[config.mk]
export PLATFORM = sky130hd
export DESIGN_NAME = evo_csr_responder
export DESIGN_NICKNAME = d
export VERILOG_FILES = /design/src/rtl/evo_csr_responder.sv
export SDC_FILE = /design/constraint.sdc
export NUM_CORES = 1
export LEC_CHECK = 0
export ABC_AREA = 1
export CAP_MARGIN = 20
export CORE_ASPECT_RATIO = 1.25
export CORE_MARGIN = 3
export CORE_UTILIZATION = 57
export DETAILED_ROUTE_END_ITERATION = 7
export DONT_BUFFER_PORTS = 1
export GPL_TIMING_DRIVEN = 1
export PLACE_DENSITY = 0.74
export SKIP_LAST_GASP = 1
export SLEW_MARGIN = 20
export SYNTH_ARGS = -nofsm -noshare
export SYNTH_HDL_FRONTEND = slang
export SYNTH_SLANG_ARGS = --single-unit
[constraint.sdc]
create_clock -name clk -period 1.5 [get_ports clk]
set_clock_uncertainty 0.05 [all_clocks]
set_input_delay 0.3 -clock clk [delete_from_list [all_inputs] [get_ports clk]]
set_output_delay 0.3 -clock clk [all_outputs]
set_load 0.03 [all_outputs]
[src/rtl/evo_csr_responder.sv]
// evo_csr_responder: Avalon-MM CSR slave with an ID/CTRL/STATUS/ENABLE/SCRATCH/CYCLE
// register file, programmable wait states and a registered level interrupt.
module evo_csr_responder #(
  parameter int          CSR_DWIDTH  = 32,
  parameter int          CSR_AWIDTH  = 4,
  parameter int          NUM_EVT     = 8,
  parameter int          WAIT_STATES = 0,
  parameter logic [31:0] ID_VAL      = 32'hc0ffee30
) (
  input  logic                  clk,
  input  logic                  reset,
  input  logic [CSR_AWIDTH-1:0] avs_csr_address,
  input  logic                  avs_csr_read,
  input  logic                  avs_csr_write,
  input  logic [CSR_DWIDTH-1:0] avs_csr_writedata,
  output logic                  avs_csr_waitrequest,
  output logic [CSR_DWIDTH-1:0] avs_csr_readdata,
  output logic                  avs_csr_readdatavalid,
  input  logic [NUM_EVT-1:0]    evt_i,
  output logic [CSR_DWIDTH-1:0] ctrl_o,
  output logic                  irq_o
);

  localparam logic [CSR_AWIDTH-1:0] ADDR_ID      = CSR_AWIDTH'(0);
  localparam logic [CSR_AWIDTH-1:0] ADDR_CTRL    = CSR_AWIDTH'(1);
  localparam logic [CSR_AWIDTH-1:0] ADDR_STATUS  = CSR_AWIDTH'(2);
  localparam logic [CSR_AWIDTH-1:0] ADDR_ENABLE  = CSR_AWIDTH'(3);
  localparam logic [CSR_AWIDTH-1:0] ADDR_SCRATCH = CSR_AWIDTH'(4);
  localparam logic [CSR_AWIDTH-1:0] ADDR_CYCLE   = CSR_AWIDTH'(5);
  localparam logic [3:0]            WAIT_LAST    = 4'(WAIT_STATES);

  logic [3:0]            wcnt;
  logic [CSR_DWIDTH-1:0] ctrl;
  logic [NUM_EVT-1:0]    status;
  logic [NUM_EVT-1:0]    enable;
  logic [CSR_DWIDTH-1:0] scratch;
  logic [CSR_DWIDTH-1:0] cycle;

  logic                  req;
  logic                  accept;
  logic                  wr_en;
  logic                  rd_en;
  logic [NUM_EVT-1:0]    w1c_mask;
  logic [CSR_DWIDTH-1:0] status_word;
  logic [CSR_DWIDTH-1:0] enable_word;
  logic [CSR_DWIDTH-1:0] rd_mux;

  // A request stalls until the wait counter reaches WAIT_STATES; a write wins over a read.
  assign req                 = avs_csr_read | avs_csr_write;
  assign avs_csr_waitrequest = req && (wcnt != WAIT_LAST);
  assign accept              = req && !avs_csr_waitrequest;
  assign wr_en               = accept && avs_csr_write;
  assign rd_en               = accept && avs_csr_read && !avs_csr_write;
  assign w1c_mask            = (wr_en && avs_csr_address == ADDR_STATUS)
                               ? avs_csr_writedata[NUM_EVT-1:0] : '0;
  assign ctrl_o              = ctrl;

  // Zero-extend the narrow event registers and select the read word.
  always_comb begin
    // NOTE: every always_comb output gets a default first so no path can infer a latch.
    status_word              = '0;
    enable_word              = '0;
    status_word[NUM_EVT-1:0] = status;
    enable_word[NUM_EVT-1:0] = enable;
    case (avs_csr_address)
      ADDR_ID:      rd_mux = CSR_DWIDTH'(ID_VAL);
      ADDR_CTRL:    rd_mux = ctrl;
      ADDR_STATUS:  rd_mux = status_word;
      ADDR_ENABLE:  rd_mux = enable_word;
      ADDR_SCRATCH: rd_mux = scratch;
      ADDR_CYCLE:   rd_mux = cycle;
      default:      rd_mux = '0;
    endcase
  end

  // Wait counter: counts stalled cycles, clears on acceptance or when the request drops.
  always_ff @(posedge clk) begin
    // NOTE: sequential state uses non-blocking assignments so every flop samples pre-edge values.
    if (reset)                wcnt <= '0;
    else if (accept || !req)  wcnt <= '0;
    else                      wcnt <= wcnt + 4'd1;
  end

  // Read response: one-cycle strobe after acceptance, data forced to 0 otherwise.
  always_ff @(posedge clk) begin
    if (reset) begin
      avs_csr_readdatavalid <= 1'b0;
      avs_csr_readdata      <= '0;
    end else begin
      avs_csr_readdatavalid <= rd_en;
      avs_csr_readdata      <= rd_en ? rd_mux : '0;
    end
  end

  // Writable registers; STATUS is sticky with event set taking priority over W1C.
  always_ff @(posedge clk) begin
    if (reset) begin
      ctrl    <= '0;
      status  <= '0;
      enable  <= '0;
      scratch <= '0;
    end else begin
      status <= (status & ~w1c_mask) | evt_i;
      if (wr_en) begin
        case (avs_csr_address)
          ADDR_CTRL:    ctrl    <= avs_csr_writedata;
          ADDR_ENABLE:  enable  <= avs_csr_writedata[NUM_EVT-1:0];
          ADDR_SCRATCH: scratch <= avs_csr_writedata;
          default:      ;
        endcase
      end
    end
  end

  // Free-running cycle counter; a write to CYCLE restarts it from 0.
  always_ff @(posedge clk) begin
    if (reset)                                      cycle <= '0;
    else if (wr_en && avs_csr_address == ADDR_CYCLE) cycle <= '0;
    else                                            cycle <= cycle + 1'b1;
  end

  // Level interrupt, registered from the enabled pending events.
  always_ff @(posedge clk) begin
    if (reset) irq_o <= 1'b0;
    else       irq_o <= |(status & enable);
  end

endmodule

# [Word level (Yosys, flattened, before mapping)]
# Cells that the tools add are included.
[word_totals] word_cells=44 in_bits=48 regBits=150 out_inout_bits=67
[op_classes] reduce_logical=20 n_mux=2 addsub=2 bitwise=6 eq_ne=5
[ops] cell="32-bit case mux with 6 select lines" n=1
[ops] cell="32-bit by 1-bit adder with 32-bit output (second input constant)" n=1
[ops] cell="8-bit bitwise AND" n=2
[ops] cell="4-bit by 2-bit equality test with 1-bit output (second input constant)" n=2
[ops] cell="4-bit by 3-bit equality test with 1-bit output (second input constant)" n=2
[ops] cell="8-bit two-way mux" n=1
[ops] cell="8-bit inverter" n=1
[ops] cell="8-bit OR" n=1
[ops] cell="8-bit OR reduction" n=1
[ops] cell="1-bit logical AND" n=7
[ops] cell="2-bit AND reduction" n=3
[ops] cell="2-bit OR reduction" n=3
[ops] cell="4-bit by 1-bit adder with 4-bit output (second input constant)" n=1
[ops] cell="4-bit by 1-bit equality test with 1-bit output (second input constant)" n=1
[ops] cell="4-bit logical NOT" n=1
[ops] cell="4-bit nonzero test" n=1
[ops] cell="1-bit logical NOT" n=3
[ops] cell="1-bit logical OR" n=1
[ops] cell="1-bit inverter" n=1
[ops] cell="1-bit OR" n=1

# [Longest topological paths before layout]
[depth] word_depth=10 mapped_depth=9 ltp_nobuf=9

# [Worst setup path before layout]
# OpenSTA, ideal clock, no wires.
[synth_timing] path_kind="reg2reg" from="register wcnt[0]" to="register wcnt[0]" setup_time_ns=0.069 period_less_slack_ns=1.657 stages_incl_launch_ff=8 slack_ns=-0.157 path_buffers=0 required_time_ns=1.381 arrival_ns=1.538 cell_sequence="dfxtp_1 inv_1 ha_1 nand2_1 nor2_1 a21oi_1 nand2_1 nor2_1"
[synth_between] elab_chain_cells=6 word_cells_on_any_way=7 classes_between="add/sub: 1; reduce/logical: 6"
[synth_lines] element="start, declared" line="32" text="logic [3:0] wcnt;"
[synth_lines] element="start signal, assigned" line="81" text="else wcnt <= wcnt + 4'd1;"
[synth_lines] element="4-bit nonzero test" line="50" text="assign avs_csr_waitrequest = req && (wcnt != WAIT_LAST);"
[synth_lines] element="1-bit logical AND" line="50"
[synth_lines] element="named net avs_csr_waitrequest" line="16" text="output logic avs_csr_waitrequest,"
[synth_lines] element="1-bit logical NOT" line="51" text="assign accept = req && !avs_csr_waitrequest;"
[synth_lines] element="1-bit logical AND" line="51"
[synth_lines] element="1-bit logical OR" line="80" text="else if (accept || !req) wcnt <= '0;"
[synth_lines] element="2-bit OR reduction (no source line)"
# The timed path passes the listed nets, and every way through them passes these cells.
# A chain may end at the register's enable or synchronous reset.

# [Worst setup path in the final report]
[layout_timing] from="register wcnt[1]" to="output avs_csr_waitrequest"
[layout_between] elab_chain_cells=2
[layout_lines] element="4-bit nonzero test" line="50"
[layout_lines] element="1-bit logical AND" line="50"
[layout_lines] element="end, declared" line="16"
# No other way between the ends.

==> qor.yml <==
worst_hold_path:
  min-delay-start: "avs_csr_writedata[10]"
  worstHoldPathType: "in -> reg"
  whs_path_depth: 2
  worst_hold_endpoint: "scratch[10]"
sta:
  grt_setup_unrepaired: "true"
  slew_viol_final: 0
  max_slew.worst_pin.slew_ns: 0.458
  layout_min_cycle_time_ns: 1.84
  timing.fmax_mhz: 542
  setup_violations: 141
  hold-worst-slack_ns: -0.0404
  maxSlewHeadroom: 0.695
  timing.final.crit_share: 1.23
  finalWorstSetupSlack_ns: -0.343
  report.final.hold_viol_count: 20
final_layout:
  nets: 1082
  n_antenna_cell: 0
  utilization: 0.821
  area_delta_synth_final_pct: 37.0
  design_area_um2: 8880
  filler_cell_count: 616
  layout-drive-gt1-share: 0.207
setup_path:
  worst_path_arrival_ns: 1.49
  crit-reg2reg-capture: "scratch[14]"
  cp-start-kind: "flip-flop"
  worstPathRequired_ns: 1.15
  worst_setup_sp: "wcnt[1]"
  reg2reg_depth: 10
  criticalPathCategory: "reg -> out"
  worst_setup_path_end_kind: "primary output"
  regToRegSetupSlack_ns: -0.31
  cp_max_fo: 2
  worst_r2r_src: "wcnt[1]"
synthesis:
  synth_area_per_cell_um2: 6.98
  ys_seq_elements: 150
  mappedNetlistArea_um2: 6480
  synth_edf_count: 0
  synth_cells: 929
  ys.warnings.count: 0
  synth_fp_nets: 980
  postSynth.asyncResetShare: 0
  ys_types: 33
  synth_top_flop_cell: "sky130_fd_sc_hd__dfxtp_1"
  yosysSeqAreaShare: 0.463
clocking:
  clk_path_buf_depth: 2
  cts_tree: "done"
  cts.sinks: 150
  cts_made_buffers: 17
  clk_pin_slew_ns: 0.06
  clock-root-buffer: "sky130_fd_sc_hd__clkbuf_16"
  worstSkewPairLatency_ns: 0.44
  clock_tree.htree_level_count: 4
status:
  status: "finished with violations"
  failed_checks: "hold timing, setup timing"
routing:
  wl_mm: 24.7
  post_drt_via_cell_ratio: 6.14
  drt_pass1_iterations: 6
  drc: 0
  ant_nets: 0
  detail_route.iter0.violations: 728
  detail_route.wl_per_cell_um: 21.0
  num_vias: 7225
grt:
  antenna_found_initial: 0
  grt_pass1_wl_mm: 31.7
  grt_overflow: 0
  first_global_vias: 6546
  grtUsageTotal: 0.314
  grt_start_max_net_pins: 38
placement:
  place.detailed.hpwl_mm: 13.0
  buffer_ports.inserted: 0
  gp_congestion: 0.915
  dpl-instance-area_um2: 6960
power_and_ir_drop:
  tot_pwr_mw: 9.41
  ir_worst_vdd_mv: 1.17
  p_leak_nw: 3.53
  power_density_nw_per_um2: 1060
floorplanning:
  dieWidth_um: 101
  die_area_um2: 12700
  num_rows: 42
  initial_utilization: 0.599
  core_um2: 10800
  die_h_um: 125
  floorplan.io_pins: 115
flow_run:
  max_cap_violations: 0
==> synth_stat cells (10+ instances only) <==
library cell / instances / area, um^2
sky130_fd_sc_hd__nand2_1: 202 / 758
sky130_fd_sc_hd__o22ai_1: 11 / 68.8
sky130_fd_sc_hd__inv_1: 94 / 353
sky130_fd_sc_hd__o21ai_1: 11 / 55.1
sky130_fd_sc_hd__clkbuf_1: 10 / 37.5
sky130_fd_sc_hd__nand3_1: 36 / 180
sky130_fd_sc_hd__a21oi_1: 48 / 240
sky130_fd_sc_hd__buf_2: 12 / 60.1
sky130_fd_sc_hd__dfxtp_1: 150 / 3000
sky130_fd_sc_hd__nor2_1: 207 / 777
sky130_fd_sc_hd__o21ai_0: 86 / 430
sky130_fd_sc_hd__o211ai_1: 10 / 75.1
==> placed cells by master (no fill, tap or decap), types with 7 or more instances in the layout <==
| cell type | n |
|---|---|
| sky130_fd_sc_hd__nand2_1 | 197 |
| sky130_fd_sc_hd__nor2_1 | 177 |
| sky130_fd_sc_hd__dfxtp_1 | 148 |
| sky130_fd_sc_hd__inv_1 | 89 |
| sky130_fd_sc_hd__a21oi_1 | 43 |
| sky130_fd_sc_hd__o21ai_0 | 39 |
| sky130_fd_sc_hd__buf_4 | 39 |
| sky130_fd_sc_hd__nand3_1 | 35 |
| sky130_fd_sc_hd__dlygate4sd3_1 | 33 |
| sky130_fd_sc_hd__o21ai_1 | 32 |
| sky130_fd_sc_hd__o21ai_2 | 24 |
| sky130_fd_sc_hd__clkbuf_16 | 24 |
| sky130_fd_sc_hd__nor2_2 | 22 |
| sky130_fd_sc_hd__nor2_4 | 14 |
| sky130_fd_sc_hd__buf_6 | 14 |
| sky130_fd_sc_hd__o22ai_1 | 11 |
| sky130_fd_sc_hd__buf_12 | 11 |
| sky130_fd_sc_hd__o211ai_1 | 10 |
| sky130_fd_sc_hd__inv_2 | 7 |
==> cells by family after synthesis <==
kind of cell    share of synthesized area
simple gates                        0.297
xor+xnor                          0.00946
flops                               0.463
compound gates                      0.136
fa+ha+maj                         0.00579
buf+inv                            0.0886
==> how the worst max path moves through the flow <==
| stage | endpoint | slack, ns | cells past startpoint |
|---|---|---|---|
| after global routing | avs_csr_waitrequest | -0.39 | 7 |
| after CTS | avs_csr_waitrequest | -0.29 | 7 |
| final | avs_csr_waitrequest | -0.34 | 7 |
| after global placement | cycle[18] | -0.06 | 8 |
| after detailed placement | cycle[14] | -0.16 | 8 |
| after floorplan | cycle[14] | -0.02 | 8 |
==> report_power, final <==
part / switching [mW] / leakage, nW / internal [mW] / total, mW
Combinational: 0.412 / 2.01 / 0.290 / 0.702
Sequential: 0.0921 / 1.22 / 4.05 / 4.15
Clock: 1.82 / 0.308 / 2.74 / 4.56
==> critical path, cell delays in order (launching register included) <==
cell	delay [ns]
sky130_fd_sc_hd__dfxtp_2	0.34
sky130_fd_sc_hd__inv_2	0.05
sky130_fd_sc_hd__ha_4	0.17
sky130_fd_sc_hd__nand2_4	0.06
sky130_fd_sc_hd__nor2_4	0.03
sky130_fd_sc_hd__buf_6	0.12
sky130_fd_sc_hd__a21oi_4	0.12
sky130_fd_sc_hd__buf_6	0.15
==> layer usage <==
layer	up-vias	track usage	wire length (um)
li1	3148	-	-
met4	0	0.177	2040
met3	203	0.0696	2630
met1	3301	0.342	7900
met5	-	0	0
met2	573	0.551	12100
==> sequential cells by signal, indices dropped and copies added, names as in the netlist <==
name	cells
irq_o	1
wcnt	4
enable	8
scratch	32
cycle	32
avs_csr_readdata	32
ctrl_o	32
status	8
avs_csr_readdatavalid	1
==> layout make-up <==
cell class / instances / area [um^2] / share of cell area
timing repair inverter: 4 / 70.1 / 0.00789
tap: 132 / 165 / 0.0186
sequential: 150 / 3010 / 0.338
timing repair buffer: 109 / 1260 / 0.142
multi-input combinational: 647 / 3330 / 0.374
inverter: 102 / 434 / 0.0489
clock buffer: 20 / 457 / 0.0514
clock inverter: 12 / 164 / 0.0184
==> stage by stage <==
stage,cells,setup WS (ns),TNS (ns)
floorplan,929,-0.0239,-0.366
global placement,1081,-0.0619,-0.885
detailed placement,1081,-0.159,-5.40
CTS,1150,-0.285,-4.58
global route,1176,-0.391,-29.70
finish,1176,-0.343,-20.76
==> timing repair <==
item / CTS / global route
hold buffers: 29 / 4
gates cloned: 3 / 15
endpoints found under the hold margin: 34 / 4
pin swaps: 8 / 40
resized for setup: 38 / 160
setup buffers: 5 / 9
endpoints found under the setup margin: 129 / 146
No activity file was read; power rests on OpenSTA's default activity.
